`src/rtl/rcs_div_ctrl_if.sv`:
```
// Request/result bundle for the restoring-division controller.
// The requester (master) drives start and the operands; the divider
// (slave) returns status and the held results.
interface rcs_div_ctrl_if;
    logic       start;
    logic [3:0] dividend;
    logic [3:0] divisor;
    logic       busy;
    logic       done;
    logic [3:0] quotient;
    logic [3:0] remainder;
    logic       div_by_zero;

    modport master (
        output start, dividend, divisor,
        input  busy, done, quotient, remainder, div_by_zero
    );

    modport slave (
        input  start, dividend, divisor,
        output busy, done, quotient, remainder, div_by_zero
    );
endinterface

```
`src/rtl/rcs_div_ctrl.sv`:
```
// Four-bit restoring divider controller.
// One ripple-carry adder/subtractor (four_bit_RCS, Sub tied high) is the only
// arithmetic unit; a three-state FSM walks it through four shift/subtract
// iterations and publishes quotient/remainder with a one-cycle done pulse.
// A zero divisor short-circuits straight to DONE with all-ones quotient.

// Ripple-carry adder/subtractor: S = A + (B ^ {4{Sub}}) + Sub.
// With Sub=1, Cout=1 means A >= B (no borrow).
module four_bit_RCS (
    input  logic [3:0] A,
    input  logic [3:0] B,
    input  logic       Sub,
    output logic [3:0] S,
    output logic       Cout
);
    logic [4:0] carry;
    logic [3:0] b_eff;

    // Bit-serial ripple through four full adders.
    always_comb begin
        carry    = '0;
        b_eff    = '0;
        S        = '0;
        carry[0] = Sub;
        for (int i = 0; i < 4; i++) begin
            b_eff[i]   = B[i] ^ Sub;
            S[i]       = A[i] ^ b_eff[i] ^ carry[i];
            carry[i+1] = (A[i] & b_eff[i]) | (A[i] & carry[i]) | (b_eff[i] & carry[i]);
        end
    end

    assign Cout = carry[4];
endmodule

module rcs_div_ctrl (
    input  logic               clk,
    input  logic               rst,
    rcs_div_ctrl_if.slave      bus
);
    typedef enum logic [1:0] {
        IDLE = 2'd0,
        RUN  = 2'd1,
        DONE = 2'd2
    } state_t;

    state_t     state;
    logic [1:0] count;
    logic [3:0] q_reg;
    logic [3:0] r_reg;
    logic [3:0] d_reg;

    logic       busy_reg;
    logic       done_reg;
    logic [3:0] quot_reg;
    logic [3:0] rem_reg;
    logic       dbz_reg;

    // Iteration datapath: shift the next dividend bit into the partial
    // remainder, trial-subtract the divisor, and restore on borrow.
    logic [4:0] shifted;
    logic [3:0] rcs_s;
    logic       rcs_cout;
    logic       accepted;
    logic [3:0] r_next;
    logic [3:0] q_next;

    assign shifted = {r_reg, q_reg[3]};

    four_bit_RCS u_rcs (
        .A    (shifted[3:0]),
        .B    (d_reg),
        .Sub  (1'b1),
        .S    (rcs_s),
        .Cout (rcs_cout)
    );

    // A set shifted[4] means the 5-bit partial remainder already exceeds any
    // 4-bit divisor, so the subtraction always succeeds even though the
    // 4-bit subtractor reports a borrow.
    assign accepted = shifted[4] | rcs_cout;
    assign r_next   = accepted ? rcs_s : shifted[3:0];
    assign q_next   = {q_reg[2:0], accepted};

    // Controller FSM with registered status and result outputs.
    always_ff @(posedge clk or posedge rst) begin
        if (rst) begin
            state    <= IDLE;
            count    <= 2'd0;
            q_reg    <= 4'd0;
            r_reg    <= 4'd0;
            d_reg    <= 4'd0;
            busy_reg <= 1'b0;
            done_reg <= 1'b0;
            quot_reg <= 4'd0;
            rem_reg  <= 4'd0;
            dbz_reg  <= 1'b0;
        end else begin
            case (state)
                IDLE, DONE: begin
                    if (bus.start) begin
                        q_reg <= bus.dividend;
                        d_reg <= bus.divisor;
                        r_reg <= 4'd0;
                        if (bus.divisor != 4'd0) begin
                            state    <= RUN;
                            count    <= 2'd3;
                            busy_reg <= 1'b1;
                            done_reg <= 1'b0;
                        end else begin
                            // Division by zero: no iterations, report at once.
                            state    <= DONE;
                            count    <= 2'd0;
                            busy_reg <= 1'b0;
                            done_reg <= 1'b1;
                            quot_reg <= 4'b1111;
                            rem_reg  <= bus.dividend;
                            dbz_reg  <= 1'b1;
                        end
                    end else begin
                        state    <= IDLE;
                        busy_reg <= 1'b0;
                        done_reg <= 1'b0;
                    end
                end

                RUN: begin
                    // start is deliberately not looked at here.
                    q_reg <= q_next;
                    r_reg <= r_next;
                    if (count == 2'd0) begin
                        state    <= DONE;
                        busy_reg <= 1'b0;
                        done_reg <= 1'b1;
                        quot_reg <= q_next;
                        rem_reg  <= r_next;
                        dbz_reg  <= 1'b0;
                    end else begin
                        count <= count - 2'd1;
                    end
                end

                default: begin
                    state    <= IDLE;
                    count    <= 2'd0;
                    busy_reg <= 1'b0;
                    done_reg <= 1'b0;
                end
            endcase
        end
    end

    assign bus.busy        = busy_reg;
    assign bus.done        = done_reg;
    assign bus.quotient    = quot_reg;
    assign bus.remainder   = rem_reg;
    assign bus.div_by_zero = dbz_reg;
endmodule
```
`src/flat_wrapper.sv`:
```
// flat-port wrapper written by rule: the top's interface ports become plain ports
module rcs_div_ctrl_flat 
  (clk, rst, bus_start, bus_dividend, bus_divisor, bus_busy, bus_done, bus_quotient, bus_remainder, bus_div_by_zero);
  rcs_div_ctrl_if bus_i ();
  input  logic clk;
  input  logic rst;
  input wire logic [$bits(bus_i.start)-1:0] bus_start;
  input wire logic [$bits(bus_i.dividend)-1:0] bus_dividend;
  input wire logic [$bits(bus_i.divisor)-1:0] bus_divisor;
  output wire logic [$bits(bus_i.busy)-1:0] bus_busy;
  output wire logic [$bits(bus_i.done)-1:0] bus_done;
  output wire logic [$bits(bus_i.quotient)-1:0] bus_quotient;
  output wire logic [$bits(bus_i.remainder)-1:0] bus_remainder;
  output wire logic [$bits(bus_i.div_by_zero)-1:0] bus_div_by_zero;
  assign bus_i.start = bus_start;
  assign bus_i.dividend = bus_dividend;
  assign bus_i.divisor = bus_divisor;
  assign bus_busy = bus_i.busy;
  assign bus_done = bus_i.done;
  assign bus_quotient = bus_i.quotient;
  assign bus_remainder = bus_i.remainder;
  assign bus_div_by_zero = bus_i.div_by_zero;
  rcs_div_ctrl u_core (.clk(clk), .rst(rst), .bus(bus_i));
endmodule
```
`config.mk`:
```
export PLATFORM = sky130hd
export DESIGN_NAME = rcs_div_ctrl_flat
export DESIGN_NICKNAME = d
export VERILOG_FILES = /design/src/rtl/rcs_div_ctrl_if.sv /design/src/rtl/rcs_div_ctrl.sv /design/src/flat_wrapper.sv
export SDC_FILE = /design/constraint.sdc
export NUM_CORES = 1
export LEC_CHECK = 0
export CAP_MARGIN = 20
export CORE_UTILIZATION = 35
export CTS_CLUSTER_SIZE = 40
export DETAILED_ROUTE_END_ITERATION = 12
export SYNTH_ARGS = -nofsm -noshare
export SYNTH_HDL_FRONTEND = slang
export SYNTH_SLANG_ARGS = --single-unit
```
`constraint.sdc`:
```
create_clock -name clk -period 2.7 [get_ports clk]
set_input_delay 0.675 -clock clk [delete_from_list [all_inputs] [get_ports clk]]
set_output_delay 0.675 -clock clk [all_outputs]
set_load 0.01 [all_outputs]
```
======== Word-level counts from Yosys, hierarchy flattened ========
Index checks and enable logic that the tools add are counted.
W data, S select, Z words.
word-level totals
  bits in registers ....................... 27
  output and inout bits ................... 11
  word-level logic and storage cells ...... 89
operators by class
  add/sub/neg operators ................... 1
  equal/unequal tests ..................... 6
  mux-type cells .......................... 32
  bitwise operators ....................... 31
  reduce and logical (&&, ||, !) cells .... 9
operators by type and width
  cell                   number
  $mux W4                9
  $pmux W4 S2            4
  $mux W2                6
  $and A1 B1 Y1          10
  $or A1 B1 Y1           9
  $mux W1                8
  $pmux W2 S2            2
  $xor A1 B1 Y1          7
  $ne A2 B2 Y1 const B   3
  $pmux W1 S2            3
  $reduce_and A2 Y1      3
  $not A1 Y1             5
  $logic_not A2 Y1       2
  $reduce_and A4 Y1      1
  $reduce_bool A4 Y1     1
  $eq A2 B1 Y1 const B   1
  $eq A2 B2 Y1 const B   1
  $ne A2 B1 Y1 const B   1
  $reduce_bool A2 Y1     1
  $reduce_or A2 Y1       1
  $sub A2 B1 Y2 const B  1

======== Depth between registers and ports, before layout ========
Gate-level depths: netlist (run 1).
  depth in word-level cells ............... 17
  depth in mapped cells ................... 11

======== Modules after synthesis ========
Synthesis (run 1) repeated with hierarchy kept, for this count alone.
second synthesis, totals
  cell total of the unflattened synthesis .. 131
  area, all modules ....................... 1,312.5 µm²
modules (own cells, without submodules)
  module        times used  cells an instance  area an instance (µm²)  sequential area each (µm²)
  rcs_div_ctrl  1           119                1,191.1                 650.6
  four_bit_RCS  1           12                 121.4                   0.0

======== Worst setup path after synthesis (run 1) ========
OpenSTA, ideal clock, no wires.
  kind .................................... register to register
  start ................................... register u_core.d_reg[0]
  end ..................................... register u_core.rem_reg[3] (netlist: u_core.bus.remainder[3])
  arrival time ............................ 2.333 ns
  setup slack ............................. 0.249 ns
  cell stages (with the launch flop) ...... 11
  buffers on the path ..................... 1
  path through ............................ dfrtp_1 -> ha_1 -> fa_1 -> fa_1 -> inv_1 -> fa_1 -> or2_2 -> clkbuf_1 -> mux2i_1 -> a211oi_2 -> a21o_1
between the ends
  longest elaborated chain between the ends .. 17
ends and longest elaborated chain
  item                       RTL line             source
  start: declaration         rcs_div_ctrl.sv:50   logic [3:0] d_reg;
  start signal: assignment   rcs_div_ctrl.sv:102  d_reg <= bus.divisor;
  $not A1 Y1 (no line) (*)   --
  $and A1 B1 Y1              rcs_div_ctrl.sv:28   carry[i+1] = (A[i] & b_eff[i]) | (A[i] & carry[i]) | (b_eff[i] & carry[i]);
  $or A1 B1 Y1               rcs_div_ctrl.sv:28
  $or A1 B1 Y1 (*)           rcs_div_ctrl.sv:28
  $and A1 B1 Y1              rcs_div_ctrl.sv:28
  $or A1 B1 Y1               rcs_div_ctrl.sv:28
  $or A1 B1 Y1 (*)           rcs_div_ctrl.sv:28
  $and A1 B1 Y1              rcs_div_ctrl.sv:28
  $or A1 B1 Y1               rcs_div_ctrl.sv:28
  $or A1 B1 Y1 (*)           rcs_div_ctrl.sv:28
  $and A1 B1 Y1              rcs_div_ctrl.sv:28
  $or A1 B1 Y1 (2 in a row)  rcs_div_ctrl.sv:28
  $or A1 B1 Y1               rcs_div_ctrl.sv:80   assign accepted = shifted[4] | rcs_cout;
  $mux W4 (*)                rcs_div_ctrl.sv:81   assign r_next = accepted ? rcs_s : shifted[3:0];
  $mux W4 (*)                rcs_div_ctrl.sv:130  if (count == 2'd0) begin
  $pmux W4 S2 (*)            rcs_div_ctrl.sv:98   case (state)
  end signal: assignment     rcs_div_ctrl.sv:116  rem_reg <= bus.dividend;
  end signal: assignment     rcs_div_ctrl.sv:135  rem_reg <= r_next;
  end: declaration           rcs_div_ctrl.sv:55   logic [3:0] rem_reg;
Every way passes the cells marked *; elsewhere a longest branch is shown, timed or not. The select of a mux whose other input is x is not followed.
A chain may end at the register's enable or synchronous reset.

======== Final worst setup path (run 1) ========
  start ................................... register u_core.q_reg[3]
  end ..................................... register u_core.rem_reg[0] (netlist: u_core.bus.remainder[0])
between the ends
  longest elaborated chain between the ends .. 16
ends and longest elaborated chain
  item                       RTL line             source
  start: declaration         rcs_div_ctrl.sv:48   logic [3:0] q_reg;
  start signal: assignment   rcs_div_ctrl.sv:101  q_reg <= bus.dividend;
  start signal: assignment   rcs_div_ctrl.sv:128  q_reg <= q_next;
  $and A1 B1 Y1              rcs_div_ctrl.sv:28
  $or A1 B1 Y1 (2 in a row)  rcs_div_ctrl.sv:28
  $and A1 B1 Y1              rcs_div_ctrl.sv:28
  $or A1 B1 Y1 (2 in a row)  rcs_div_ctrl.sv:28
  $and A1 B1 Y1              rcs_div_ctrl.sv:28
  $or A1 B1 Y1 (2 in a row)  rcs_div_ctrl.sv:28
  $and A1 B1 Y1              rcs_div_ctrl.sv:28
  $or A1 B1 Y1 (2 in a row)  rcs_div_ctrl.sv:28
  $or A1 B1 Y1               rcs_div_ctrl.sv:80
  $mux W4 (*)                rcs_div_ctrl.sv:81
  $mux W4 (*)                rcs_div_ctrl.sv:130
  $pmux W4 S2 (*)            rcs_div_ctrl.sv:98
Marks and branches as above.

==> results.py, run 1 <==
metrics = {
    "run_status": {
        "outcome": "finished clean",
    },
    "place": {
        "port_buffers": 21,
        "dpl.hpwl_mm": 1.97,
        "routabilityCongestion": 0.854,
    },
    "drt": {
        "drt_pre_antenna_iters": 4,
        "num_vias": 929,
        "first_iter_violations": 23,
        "post_drt_wl_per_cell_um": 13.9,
        "wl_mm": 2.62,
        "drc": 0,
        "route.antenna.remaining_nets": 0,
        "post_drt_via_cell_ratio": 4.92,
    },
    "worst_setup_path": {
        "worst_setup_path_start_kind": "flop",
        "worstReg2RegEnd": "u_core.bus.remainder[0]$_DFFE_PP0P_",
        "critical_path.endpoint_type": "flop",
        "path_cells": "inv_1 -> ha_1 -> fa_1 -> fa_1 -> inv_1 -> fa_1 -> or2_2 -> o21ai_0 -> a211oi_2 -> a21o_1",
        "worstPathRequired_ns": 2.94,
        "timing.critical_path.slowest_stage_cell": "sky130_fd_sc_hd__fa_1",
        "r2r.worst_path.cells": 10,
        "critical-path-max-stage-delay_ns": 0.42,
        "startpoint_of_the_lowest_slack_register_to_register_path": "u_core.q_reg[3]$_DFFE_PP0P_",
        "worst-r2r-setup-slack_ns": 0.15,
        "worst_path_most_repeated_cell": "sky130_fd_sc_hd__fa_1",
        "timing.critical_path.fanout_max": 6,
        "startpoint": "u_core.q_reg[3]$_DFFE_PP0P_",
        "critPathKind": "flop to flop",
        "arrival_ns": 2.79,
    },
    "cts": {
        "clk_pin_slew_ns": 0.15,
        "clock_sink_count": 26,
        "clock_tree.root_cell": "sky130_fd_sc_hd__clkbuf_4",
        "ctsLongestPathBuffers": 2,
        "cts_inserted_buffers": 3,
        "htree_num_levels": 1,
        "cts.repair_timing.setup_buffer_count": 0,
        "cts_tree": "done",
        "post_cts_hold_buffer_count": 0,
        "ctsResizeCount": 0,
        "clkLatencyLatePin_ns": 0.33,
    },
    "power": {
        "sw_frac_of_total": 0.410,
        "share_comb_of_total_power": 0.538,
        "power.switching_w": 0.000816,
        "total_leakage_power_nw": 0.709,
        "seq_power_share": 0.361,
        "intPower_w": 0.00117,
        "power.density_nw_per_um2": 1280,
        "power_frac_clock": 0.101,
        "maximum_resistive_drop_on_vdd_v": 0.000691,
    },
    "logic_synthesis": {
        "synth_largest_type_area_fraction": 0.513,
        "post_synthesis_sequential_area_ratio": 0.513,
        "synth.cell_area_sq_um": 1270,
        "synth.avg_cell_area_sq_um": 10.5,
        "post_synth_num_cell_types": 31,
        "count_of_mapped_cells_out_of_synthesis": 121,
        "synthDominantAreaCellType": "sky130_fd_sc_hd__dfrtp_1",
        "seq_cells_post_synth": 26,
        "number_of_warning_messages_in_the_yosys_log": 0,
        "postSynthNetCount": 137,
        "netlist_top_cells_area": "sky130_fd_sc_hd__dfrtp_1 (51%), sky130_fd_sc_hd__nand2_1 (6.2%), sky130_fd_sc_hd__fa_1 (4.7%)",
    },
    "timing": {
        "max_clock_freq_ghz": 0.393,
        "fin_setup_tns_ns": 0,
        "report.final.setup_viol": 0,
        "largest_clock_skew_in_the_final_design_ns": 0.0102,
        "period_needed_ns": 2.55,
        "finalHoldViolCount": 0,
        "final.period_utilization": 0.943,
        "maxSlewViolCount": 0,
        "slew_headroom": 0.638,
        "grt_setup_unrepaired": "false",
        "worst_pin_slew_ns": 0.542,
    },
    "global_routing": {
        "grt_max_degree": 27,
        "grt_pass1_wl_mm": 4.57,
        "grt_overflow": 0,
        "globalRouteTotalUtil": 0.150,
        "first_global_vias": 991,
        "antenna_found_initial": 0,
    },
    "cells_and_area": {
        "most-common-layout-cells": "sky130_fd_sc_hd__dfrtp_1 (26), sky130_fd_sc_hd__nand2_1 (21), sky130_fd_sc_hd__clkdlybuf4s50_1 (21)",
        "areaGrowthSynthToFinish_pct": 22.9,
        "final_common_cell": "sky130_fd_sc_hd__dfrtp_1",
        "layout.filler_cells": 341,
        "share_of_layout_cells_above_drive_strength_1": 0.0839,
        "design.final.nets": 160,
        "multi_input_comb_area_sq_um": 537,
        "regArea_sq_um": 651,
        "utilization": 0.456,
        "antenna_cells_inserted": 0,
    },
    "floorplan": {
        "die_area_sq_um": 3870,
        "number_of_ports_placed_on_the_die_boundary": 22,
        "start_util": 0.371,
        "die_h_um": 62.2,
        "row_count": 21,
        "core_area_sq_um": 3420,
        "chipWidth_um": 62.2,
    },
    "flow_run": {
        "cap_violations": 0,
    },
    "hold_path": {
        "hp-start": "u_core.bus.remainder[3]$_DFFE_PP0P_",
        "min-delay-path-class": "flop to flop",
        "min_delay_path_depth": 1,
        "worst_hold_path.endpoint": "u_core.bus.remainder[3]$_DFFE_PP0P_",
    },
}
[critical path: cells and delay by family (launching register included)]
kind | cells | cell delay (ns)
simple gates | 1 | 0.38
buf+inv | 2 | 0.13
fa+ha+maj | 4 | 0.96
flops | 1 | 0.40
compound gates | 3 | 0.58
[synth_stat cells]
library cell / count
sky130_fd_sc_hd__nand2b_1: 2
sky130_fd_sc_hd__inv_1: 12
sky130_fd_sc_hd__a22oi_1: 3
sky130_fd_sc_hd__buf_4: 1
sky130_fd_sc_hd__a221o_1: 1
sky130_fd_sc_hd__buf_2: 1
sky130_fd_sc_hd__a211oi_2: 2
sky130_fd_sc_hd__a31oi_1: 1
sky130_fd_sc_hd__o21ai_0: 8
sky130_fd_sc_hd__nor4_4: 1
sky130_fd_sc_hd__dfrtp_1: 26
sky130_fd_sc_hd__clkbuf_1: 2
sky130_fd_sc_hd__o22ai_1: 1
sky130_fd_sc_hd__ha_1: 2
sky130_fd_sc_hd__or2_2: 1
sky130_fd_sc_hd__a2bb2o_4: 1
sky130_fd_sc_hd__a21o_1: 2
sky130_fd_sc_hd__o21a_1: 1
sky130_fd_sc_hd__o22a_1: 5
sky130_fd_sc_hd__nand3b_1: 1
sky130_fd_sc_hd__a22o_1: 2
sky130_fd_sc_hd__nand2_1: 21
sky130_fd_sc_hd__o32ai_1: 1
sky130_fd_sc_hd__nor2_1: 4
sky130_fd_sc_hd__fa_1: 3
sky130_fd_sc_hd__clkbuf_2: 1
sky130_fd_sc_hd__nor3_1: 3
sky130_fd_sc_hd__mux2i_1: 3
sky130_fd_sc_hd__buf_6: 1
sky130_fd_sc_hd__nor2b_1: 2
sky130_fd_sc_hd__a21oi_1: 6
[cell families after synthesis]
kind of cell | Yosys count | share of synthesized area
muxes | 3 | 0.0237
AOI/OAI and AO/OA | 34 | 0.199
buffers and inverters | 18 | 0.0641
and+or+nand+nor | 35 | 0.133
DFF | 26 | 0.513
adders and majority gates | 5 | 0.0671
[routing by layer]
layer  track usage  wire length, um  up-vias
met5             0                0        -
met2         0.246             1220       19
met1         0.202             1300      452
li1              -                -      456
met3        0.0441               98        2
met4        0.0174               10        0
[how the worst max path moves through the flow]
stage / end / slack, ns
final: u_core.bus.remainder[0]$_DFFE_PP0P_ / 0.15
after global routing: u_core.bus.remainder[3]$_DFFE_PP0P_ / 0.003
after CTS: u_core.bus.remainder[3]$_DFFE_PP0P_ / 0.14
after detailed placement: u_core.bus.remainder[0]$_DFFE_PP0P_ / 0.16
after global placement: u_core.bus.remainder[3]$_DFFE_PP0P_ / 0.32
after floorplan: u_core.bus.remainder[3]$_DFFE_PP0P_ / 0.25
[metrics by stage]
| step | instance area (sq um) | hold WS (ns) | worst slack, ns | std cells | power (W) |
|---|---|---|---|---|---|
| after floorplan | 1270 | 0.452 | 0.249 | 121 | 0.00145 |
| after global placement | 1520 | 0.465 | 0.316 | 185 | 0.00176 |
| after detailed placement | 1520 | 0.474 | 0.158 | 185 | 0.00180 |
| after CTS | 1560 | 0.507 | 0.142 | 189 | 0.00201 |
| after global routing | 1560 | 0.532 | 0.00303 | 189 | 0.00217 |
| final | 1560 | 0.502 | 0.153 | 189 | 0.00199 |
[power groups by stage]
stage	sequential, W	clock [W]	combinational (W)
4_1_cts	0.000719	0.000210	0.00108
3_5_place_dp	0.000727	0	0.00108
2_1_floorplan	0.000722	0	0.000729
3_3_place_gp	0.000724	0	0.00104
6_report	0.000719	0.000201	0.00107
5_1_grt	0.000749	0.000223	0.00120
[final cells by class]
class,count,area share
Sequential cell,26,0.417
Multi-Input combinational cell,77,0.344
Timing Repair Buffer,24,0.149
Tap cell,46,0.0369
Inverter,12,0.0289
Clock buffer,4,0.0233
No activity file was read; power rests on OpenSTA's default activity.
==> run 2, diff against run 1 <==
--- a/config.mk
+++ b/config.mk
@@ -6,9 +6,11 @@
 export NUM_CORES = 1
 export LEC_CHECK = 0
 export CAP_MARGIN = 20
-export CORE_UTILIZATION = 35
+export CORE_MARGIN = 10
+export CORE_UTILIZATION = 45
 export CTS_CLUSTER_SIZE = 40
 export DETAILED_ROUTE_END_ITERATION = 12
+export PLACE_DENSITY = 0.7
 export SYNTH_ARGS = -nofsm -noshare
 export SYNTH_HDL_FRONTEND = slang
 export SYNTH_SLANG_ARGS = --single-unit
==> results.py, run 2 (synthesis results as in run 1) <==
metrics = {
    "run_status": {
        "outcome": "finished clean",
    },
    "floorplan": {
        "chipWidth_um": 73.1,
        "die_area_sq_um": 5340,
        "start_util": 0.464,
        "core_area_sq_um": 2730,
        "row_count": 19,
        "die_h_um": 73.1,
        "number_of_ports_placed_on_the_die_boundary": 22,
    },
    "cts": {
        "clkLatencyLatePin_ns": 0.32,
        "htree_num_levels": 1,
        "cts_tree": "done",
        "clk_pin_slew_ns": 0.15,
        "clock_sink_count": 26,
        "clock_tree.root_cell": "sky130_fd_sc_hd__clkbuf_4",
        "cts_inserted_buffers": 3,
        "ctsLongestPathBuffers": 2,
    },
    "timing": {
        "finalHoldViolCount": 0,
        "grt_setup_unrepaired": "false",
        "report.final.setup_viol": 0,
        "period_needed_ns": 2.58,
        "slew_headroom": 0.693,
        "final.period_utilization": 0.956,
        "largest_clock_skew_in_the_final_design_ns": 0.00804,
        "fin_setup_tns_ns": 0,
        "maxSlewViolCount": 0,
        "max_clock_freq_ghz": 0.387,
        "worst_pin_slew_ns": 0.459,
    },
    "global_routing": {
        "grt_pass1_wl_mm": 4.95,
        "grt_overflow": 0,
        "first_global_vias": 1057,
        "globalRouteTotalUtil": 0.114,
        "antenna_found_initial": 0,
        "grt_max_degree": 27,
    },
    "drt": {
        "route.antenna.remaining_nets": 0,
        "drc": 0,
        "num_vias": 975,
        "post_drt_via_cell_ratio": 5.57,
        "post_drt_wl_per_cell_um": 16.0,
        "drt_pre_antenna_iters": 4,
        "wl_mm": 2.80,
        "first_iter_violations": 63,
    },
    "worst_setup_path": {
        "timing.critical_path.fanout_max": 6,
        "arrival_ns": 2.82,
        "critPathKind": "flop to flop",
        "r2r.worst_path.cells": 10,
        "startpoint_of_the_lowest_slack_register_to_register_path": "u_core.q_reg[3]$_DFFE_PP0P_",
        "critical-path-max-stage-delay_ns": 0.40,
        "worst_path_most_repeated_cell": "sky130_fd_sc_hd__fa_1",
        "path_cells": "inv_1 -> ha_1 -> fa_1 -> fa_1 -> inv_1 -> fa_1 -> or2_2 -> mux2i_2 -> a211oi_2 -> a21o_1",
        "timing.critical_path.slowest_stage_cell": "sky130_fd_sc_hd__fa_1",
        "worst-r2r-setup-slack_ns": 0.12,
        "worstPathRequired_ns": 2.94,
        "critical_path.endpoint_type": "flop",
        "worst_setup_path_start_kind": "flop",
        "worstReg2RegEnd": "u_core.bus.remainder[3]$_DFFE_PP0P_",
    },
    "cells_and_area": {
        "final_common_cell": "sky130_fd_sc_hd__dfrtp_1",
        "share_of_layout_cells_above_drive_strength_1": 0.104,
        "layout.filler_cells": 231,
        "antenna_cells_inserted": 0,
        "design.final.nets": 161,
        "areaGrowthSynthToFinish_pct": 23.9,
        "most-common-layout-cells": "sky130_fd_sc_hd__dfrtp_1 (26), sky130_fd_sc_hd__nand2_1 (21), sky130_fd_sc_hd__clkdlybuf4s50_1 (21)",
    },
    "power": {
        "power.density_nw_per_um2": 1350,
        "maximum_resistive_drop_on_vdd_v": 0.000831,
        "total_leakage_power_nw": 0.719,
        "report.power.total_w": 0.00212,
    },
    "place": {
        "routabilityCongestion": 0.805,
        "port_buffers": 21,
        "dpl.hpwl_mm": 2.17,
    },
    "flow_run": {
        "cap_violations": 0,
    },
    "hold_path": {
        "min-delay-path-class": "flop to flop",
        "hp-start": "u_core.bus.remainder[2]$_DFFE_PP0P_",
        "min_delay_path_depth": 2,
        "worst_hold_path.endpoint": "u_core.bus.remainder[2]$_DFFE_PP0P_",
    },
}
## run 2: cell types whose count changed in the layout (fill, tap and decap cells not counted), sizes merged
| cell | delta |
|---|---|
| buf | +1 |
| bufinv | +1 |
| clkbuf | -1 |
## run 2: through the flow
| stage | setup WS, ns | utilization | std cells | cell area [sq um] | hold WS [ns] |
|---|---|---|---|---|---|
| after global placement | 0.303 | 0.553 | 171 | 1510 | 0.465 |
| after detailed placement | 0.149 | 0.553 | 171 | 1510 | 0.469 |
| after CTS | 0.126 | 0.572 | 175 | 1560 | 0.502 |
| after floorplan | 0.249 | - | 121 | 1270 | 0.452 |
| final | 0.119 | 0.575 | 175 | 1570 | 0.498 |
| after global routing | 0.0121 | 0.575 | 175 | 1570 | 0.535 |
## run 2: worst max-delay path, delay by kind of cell (launching register included)
| kind | cells | cell delay (ns) |
|---|---|---|
| buffers and inverters | 2 | 0.15 |
| adders and majority gates | 4 | 1.22 |
| muxes | 1 | 0.28 |
| AOI/OAI and AO/OA | 2 | 0.25 |
| and+or+nand+nor | 1 | 0.22 |
| DFF | 1 | 0.37 |
## run 2: cell type report
class | count | area (sq um) | area share
Multi-Input combinational cell | 77 | 544 | 0.346
Inverter | 12 | 45.0 | 0.0287
Sequential cell | 26 | 651 | 0.414
Clock inverter | 1 | 30.0 | 0.0191
Tap cell | 31 | 38.8 | 0.0247
Timing Repair Buffer | 25 | 240 | 0.153
Clock buffer | 3 | 22.5 | 0.0143
## run 2: what timing repair did
| action | CTS | global route |
|---|---|---|
| resized for setup | 0 | 3 |
| hold buffers | 0 | 0 |
| endpoints found under the setup margin | 0 | 2 |
| buffers inserted | 0 | 0 |
| endpoints found under the hold margin | 0 | 0 |
## run 2: layer usage
| layer | GRT usage | share of wire | up-vias | wire length [um] |
|---|---|---|---|---|
| met1 | 0.134 | 0.43 | 494 | 1210 |
| li1 | - | - | 459 | - |
| met5 | 0 | 0 | - | 0 |
| met3 | 0.0340 | 0.062 | 2 | 175 |
| met4 | 0.0316 | 0.0029 | 0 | 8 |
| met2 | 0.194 | 0.50 | 20 | 1410 |
## run 2: how the worst max path moves through the flow
stage                                     endpoint                         from
2_1_floorplan  u_core.bus.remainder[3]$_DFFE_PP0P_  u_core.d_reg[0]$_DFFE_PP0P_
3_3_place_gp   u_core.bus.remainder[3]$_DFFE_PP0P_  u_core.d_reg[0]$_DFFE_PP0P_
3_5_place_dp   u_core.bus.remainder[3]$_DFFE_PP0P_  u_core.d_reg[0]$_DFFE_PP0P_
4_1_cts        u_core.bus.remainder[3]$_DFFE_PP0P_  u_core.d_reg[0]$_DFFE_PP0P_
5_1_grt        u_core.bus.remainder[3]$_DFFE_PP0P_  u_core.q_reg[3]$_DFFE_PP0P_
6_report       u_core.bus.remainder[3]$_DFFE_PP0P_  u_core.q_reg[3]$_DFFE_PP0P_
## run 2: power breakdown
part	switching (W)	total [W]	internal, W
registers	0.000145	0.000725	0.000581
clock network	0.000119	0.000269	0.000150
logic	0.000583	0.00112	0.000540
total	0.000846	0.00212	0.00127
==> run 3, diff against run 2 <==
--- a/config.mk
+++ b/config.mk
@@ -5,7 +5,7 @@
 export SDC_FILE = /design/constraint.sdc
 export NUM_CORES = 1
 export LEC_CHECK = 0
-export CAP_MARGIN = 20
+export CAP_MARGIN = 25
 export CORE_MARGIN = 10
 export CORE_UTILIZATION = 45
 export CTS_CLUSTER_SIZE = 40
==> results of run 3 <==
Final layout, timing and power as in run 2 (identical DEF).
